<file path="src/rtl/result_display_pkg.sv">
// Shared definitions for the result_display formatter: FSM states,
// seven-segment codes (active-low, gfedcba with bit0 = a) and sizing.
package result_display_pkg;

  // Conversion sequencer states
  typedef enum logic [1:0] {
    ST_IDLE   = 2'd0,
    ST_SHIFT  = 2'd1,
    ST_FORMAT = 2'd2
  } state_t;

  // Number of displayed digits and the BCD scratch (one spare nibble
  // so an out-of-range magnitude is still detectable)
  localparam int DIGITS      = 6;
  localparam int SCR_NIBBLES = DIGITS + 1;
  localparam int SCR_W       = 4 * SCR_NIBBLES;

  // Segment patterns
  localparam logic [6:0] SEG_DIGIT [0:9] = '{
    7'h40, 7'h79, 7'h24, 7'h30, 7'h19,
    7'h12, 7'h02, 7'h78, 7'h00, 7'h10
  };
  localparam logic [6:0] SEG_MINUS = 7'h3F;
  localparam logic [6:0] SEG_E     = 7'h06;
  localparam logic [6:0] SEG_BLANK = 7'h7F;

endpackage

</file>
<file path="src/rtl/result_display_seg7_encode.sv">
// Combinational BCD digit to active-low seven-segment pattern.
// Non-decimal codes produce a blank digit.
module seg7_encode
  import result_display_pkg::*;
(
  input  logic [3:0] digit,
  output logic [6:0] seg
);

  // Digit lookup
  always_comb begin
    seg = SEG_BLANK;
    case (digit)
      4'd0: seg = SEG_DIGIT[0];
      4'd1: seg = SEG_DIGIT[1];
      4'd2: seg = SEG_DIGIT[2];
      4'd3: seg = SEG_DIGIT[3];
      4'd4: seg = SEG_DIGIT[4];
      4'd5: seg = SEG_DIGIT[5];
      4'd6: seg = SEG_DIGIT[6];
      4'd7: seg = SEG_DIGIT[7];
      4'd8: seg = SEG_DIGIT[8];
      4'd9: seg = SEG_DIGIT[9];
      default: seg = SEG_BLANK;
    endcase
  end

endmodule

</file>
<file path="src/rtl/result_display.sv">
// Serial double-dabble formatter for the ALU result: captures a value,
// converts its magnitude to BCD over WIDTH shift cycles, then registers
// BCD, sign/overflow flags and blanked seven-segment patterns.
module result_display #(
  parameter int WIDTH  = 20,
  parameter int DIGITS = 6
) (
  input  logic                  clk,
  input  logic                  rst_n,
  input  logic                  start,
  input  logic [WIDTH-1:0]      value,
  input  logic                  is_signed,
  output logic                  busy,
  output logic                  done,
  output logic [4*DIGITS-1:0]   bcd,
  output logic                  negative,
  output logic                  overflow,
  output logic [7*DIGITS-1:0]   hex
);
  import result_display_pkg::*;

  localparam int SCR_N = DIGITS + 1;
  localparam int SCR_B = 4 * SCR_N;
  localparam int CNT_W = $clog2(WIDTH);
  localparam logic [CNT_W-1:0] CNT_LAST = CNT_W'(WIDTH - 1);

  state_t               state_reg;
  logic [CNT_W-1:0]     cnt_reg;
  logic [WIDTH-1:0]     mag_reg;
  logic [SCR_B-1:0]     scr_reg;
  logic                 neg_reg;
  logic                 busy_reg;
  logic                 done_reg;
  logic [4*DIGITS-1:0]  bcd_reg;
  logic                 negative_reg;
  logic                 overflow_reg;
  logic [7*DIGITS-1:0]  hex_reg;

  logic [SCR_B-1:0]     scr_adj;
  logic [SCR_B-1:0]     scr_next;
  logic [WIDTH-1:0]     mag_next;
  logic [DIGITS:0]      nz_up;
  logic                 fmt_ovf;
  logic [7*DIGITS-1:0]  hex_fmt;
  logic [6:0]           seg_out [DIGITS];

  genvar gi;

  // Add-3 correction on every scratch nibble that would overflow when doubled
  for (gi = 0; gi < SCR_N; gi++) begin : g_adj
    assign scr_adj[4*gi +: 4] = (scr_reg[4*gi +: 4] >= 4'd5) ?
                                scr_reg[4*gi +: 4] + 4'd3 : scr_reg[4*gi +: 4];
  end

  assign scr_next = {scr_adj[SCR_B-2:0], mag_reg[WIDTH-1]};
  assign mag_next = {mag_reg[WIDTH-2:0], 1'b0};

  // nz_up[k]: some displayed digit at position k or above is nonzero
  assign nz_up[DIGITS] = 1'b0;
  for (gi = 0; gi < DIGITS; gi++) begin : g_nz
    assign nz_up[gi] = nz_up[gi+1] | (scr_reg[4*gi +: 4] != 4'd0);
  end

  // A negative value needs one extra digit position for the minus sign
  assign fmt_ovf = (scr_reg[4*DIGITS +: 4] != 4'd0) |
                   (neg_reg & (scr_reg[4*(DIGITS-1) +: 4] != 4'd0));

  // Per-digit encode plus blank/minus/E override
  for (gi = 0; gi < DIGITS; gi++) begin : g_hex
    seg7_encode u_enc (
      .digit (scr_reg[4*gi +: 4]),
      .seg   (seg_out[gi])
    );
    if (gi == 0) begin : g_ones
      assign hex_fmt[6:0] = fmt_ovf ? SEG_E : seg_out[0];
    end else begin : g_upper
      assign hex_fmt[7*gi +: 7] = fmt_ovf              ? SEG_BLANK   :
                                  nz_up[gi]            ? seg_out[gi] :
                                  (neg_reg & nz_up[gi-1]) ? SEG_MINUS :
                                  SEG_BLANK;
    end
  end

  // Sequencer, shift engine and registered outputs
  always_ff @(posedge clk or negedge rst_n) begin
    if (!rst_n) begin
      state_reg    <= ST_IDLE;
      cnt_reg      <= '0;
      mag_reg      <= '0;
      scr_reg      <= '0;
      neg_reg      <= 1'b0;
      busy_reg     <= 1'b0;
      done_reg     <= 1'b0;
      bcd_reg      <= '0;
      negative_reg <= 1'b0;
      overflow_reg <= 1'b0;
      hex_reg      <= {DIGITS{SEG_BLANK}};
    end else begin
      done_reg <= 1'b0;
      case (state_reg)
        ST_IDLE: begin
          if (start) begin
            mag_reg   <= (is_signed && value[WIDTH-1]) ? -value : value;
            neg_reg   <= is_signed & value[WIDTH-1];
            scr_reg   <= '0;
            cnt_reg   <= '0;
            busy_reg  <= 1'b1;
            state_reg <= ST_SHIFT;
          end
        end
        ST_SHIFT: begin
          scr_reg <= scr_next;
          mag_reg <= mag_next;
          cnt_reg <= cnt_reg + 1'b1;
          if (cnt_reg == CNT_LAST) begin
            state_reg <= ST_FORMAT;
          end
        end
        ST_FORMAT: begin
          bcd_reg      <= scr_reg[4*DIGITS-1:0];
          negative_reg <= neg_reg;
          overflow_reg <= fmt_ovf;
          hex_reg      <= hex_fmt;
          done_reg     <= 1'b1;
          busy_reg     <= 1'b0;
          state_reg    <= ST_IDLE;
        end
        default: begin
          busy_reg  <= 1'b0;
          state_reg <= ST_IDLE;
        end
      endcase
    end
  end

  assign busy     = busy_reg;
  assign done     = done_reg;
  assign bcd      = bcd_reg;
  assign negative = negative_reg;
  assign overflow = overflow_reg;
  assign hex      = hex_reg;

endmodule

</file>
<file path="config.mk">
export PLATFORM = sky130hd
export DESIGN_NAME = result_display
export DESIGN_NICKNAME = d
export VERILOG_FILES = /design/src/rtl/result_display_pkg.sv /design/src/rtl/result_display_seg7_encode.sv /design/src/rtl/result_display.sv
export SDC_FILE = /design/constraint.sdc
export NUM_CORES = 1
export LEC_CHECK = 0
export BUFFER_PORTS_ARGS = -buffer_cell sky130_fd_sc_hd__buf_4
export CAP_MARGIN = 25
export CORE_UTILIZATION = 30
export CTS_CLUSTER_SIZE = 28
export DETAILED_ROUTE_END_ITERATION = 10
export GPL_TIMING_DRIVEN = 0
export SYNTH_ARGS = -nofsm -noshare
export SYNTH_HDL_FRONTEND = slang
export SYNTH_HIERARCHICAL = 1
export SYNTH_SLANG_ARGS = --single-unit
</file>
<file path="constraint.sdc">
create_clock -name clk -period 4.35 [get_ports clk]
set_clock_uncertainty 0.2 [all_clocks]
set_input_delay 0.2175 -clock clk [delete_from_list [all_inputs] [get_ports clk]]
set_output_delay 0.2175 -clock clk [all_outputs]
set_load 0.005 [all_outputs]
</file>
==> results.cfg <==
[run_status]
status = complete, no violations

[finish]
num_antenna_cells = 0
nets = 969
final_area_um2 = 9020
final_common_cell = nand2_1
syn_to_final_growth_pct = 26.6
largest_reg_flops = 42
drive_gt1_frac = 0.211
final_cell_mix = 94 x nand2_1, 92 x buf_4, 90 x o21ai_0, 84 x dfrtp_1, 52 x ha_1

[critical_path]
crit_family = simple AND/OR/NAND/NOR gates
path_buf_inv = 1
cp_cell_sequence = inv_1, ha_1, nor3b_4, nor2b_1, nor2_2, nand2_1, o22a_1
slowest_delay_ns = 0.47
critPathMaxFanout = 10
end_kind = flip-flop
crit_path_top_delay_cell = nor2_2
startpoint_type = flip-flop
r2r_slack_ns = 1.52
worstPathArrival_ns = 2.98
critical_path_required_ns = 4.50
critical_path_class = flip-flop to flip-flop

[run]
maxCapViolCount = 0

[grt]
grt_util_all_layers = 0.158
grt_pass1_wl_um = 30000
overflow = 0
grt_pass1_vias = 5826
antenna_found_initial = 0
grt_max_degree = 77

[route]
drtIter0Drc = 290
drc_errors = 0
antenna_left = 0
drt-pass1-iter-count = 4
num_vias = 5932
wl_per_cell_um = 15.0
via_per_inst = 4.84
wirelength_um = 18400

[placement]
dp_hpwl_um = 13000
gp_congestion = 0.808
pre_cts_slack_ns = 1.51
placed_cell_area_um2 = 8250
io_buffers = 93

[min_path]
min_path_type = primary input to flip-flop

[sta]
layout_setup_ws_ns = 1.52
hold_viol = 0
finalMaxSlewViolations = 0
finalSetupViolations = 0
fmax_mhz = 353
period_minus_slack_ns = 2.83
tightest_slew_ns = 0.872
fin_setup_tns_ns = 0
max-slew-margin-rel = 0.417
period_share = 0.651
rsz0062_at_grt = no

[logic_synthesis]
avgSynthCellArea_um2 = 9.38
synth_fp_nets = 835
async_flop_share = 1.00
synth_cells = 759
ys_types = 56
synth-edff-count = 0
syn-cell-area_um2 = 7120
yosysWarnings = 6
ys.flop_type = dfrtp_1
synth.yosys.seq_area_share = 0.450
ys_ff_latch = 126

[power_and_ir_drop]
power_density_nw_per_um2 = 699
ir_drop_uv = 219
power.leakage_uw = 0.00390

[die]
dieWidth_um = 156
coreArea_um2 = 23400
rows = 56
fp.dieArea_um2 = 24400
initial_core_util = 0.304
die_h_um = 156
pin_count = 94

[clock_network]
cts_root_buf = clkbuf_16
hold_buffers = 21
htreeDepth = 4
clock_latency_ns = 0.42
cts_tree = built
post_cts_buffers = 0
cts_buffers = 17
clk_path_buf_depth = 2
clock-sinks = 126
clk_pin_slew_ns = 0.06
cts_resized = 0
## synthesized netlist by cell type, types with 2 or more instances
library cell	number	area share
dfrtp_1	84	0.30
nand4_1	3	0.0026
nand2b_1	32	0.028
ha_1	52	0.091
xor2_1	6	0.0074
o22ai_1	12	0.011
o32ai_1	2	0.0025
inv_1	37	0.019
nor2b_1	2	0.0018
nand3_1	10	0.0070
o22a_1	34	0.042
a21oi_2	5	0.0061
a21oi_1	43	0.030
a22oi_1	11	0.012
o211ai_1	2	0.0021
o31ai_1	11	0.012
nor4_1	6	0.0053
or2b_1	5	0.0053
buf_1	2	0.0011
a22o_1	5	0.0061
nor3_1	6	0.0042
nand2_1	94	0.050
a31oi_1	8	0.0070
o32a_1	2	0.0028
buf_2	6	0.0042
a32o_1	7	0.0098
and2_0	2	0.0018
clkbuf_1	25	0.013
nor3b_1	7	0.0074
buf_6	6	0.0095
xnor2_1	18	0.022
o21ai_0	90	0.063
dfstp_2	42	0.15
and3_1	5	0.0044
nor2_1	50	0.026
or2_1	6	0.0053
or3_1	2	0.0018
## stage by stage
step                power (µW)  hold WS (ns)  cells   util
floorplan                 3960        -0.278    759      -
global placement          4920         0.262   1171  0.351
detailed placement        4980       0.00552   1172  0.353
CTS                       6360        0.0415   1225  0.385
global route              6830        0.0823   1225  0.385
finish                    6310        0.0527   1225  0.385
## worst paths after layout
check / startpoint / to / cells after the start
hold / removal: value[1] / mag_reg[1] / 4
max in group asynchronous: rst_n / hex[32] / 3
hold reg to reg: mag_reg[19] / scr_reg[0] / 2
min in group asynchronous: rst_n / scr_reg[5] / 2
setup / recovery: scr_reg[20] / hex[18] / 7
setup reg to reg: scr_reg[20] / hex[18] / 7
## metal layers
layer  global-route usage  vias up  wire (µm)
li1                     -     2942          -
met3               0.0314       20        619
met4               0.0570        0        275
met2                0.257      122       8820
met1                0.209     2848       8720
met5                    0        -          0
## final cells by class
type	instances	area (µm²)
Clock inverter	8	55.1
Tap cell	319	399
Sequential cell	126	3210
Inverter	38	143
Clock buffer	24	504
Multi-Input combinational cell	555	3570
Timing Repair Buffer	115	940
Buffer	40	204
Fill cell	2401	14400
## worst reg2reg max path: stages, from the launching register on
cell     delay (ns)
dfrtp_1        0.46
inv_1          0.19
ha_1           0.25
nor3b_4        0.33
nor2b_1        0.18
nor2_2         0.47
nand2_1        0.40
o22a_1         0.28
## where the power goes
group	total (µW)	internal, µW	switching (µW)
logic	2690	1320	1370
clock network	1340	809	530
registers	2280	1790	494
## cell families after synthesis
group | count (synthesis) | share of synthesized area
buf+inv | 78 | 0.0487
xor+xnor | 24 | 0.0295
simple gates | 240 | 0.166
fa+ha+maj | 52 | 0.0913
flops | 126 | 0.450
compound gates | 239 | 0.214
Power figures use the tool's default switching activity.
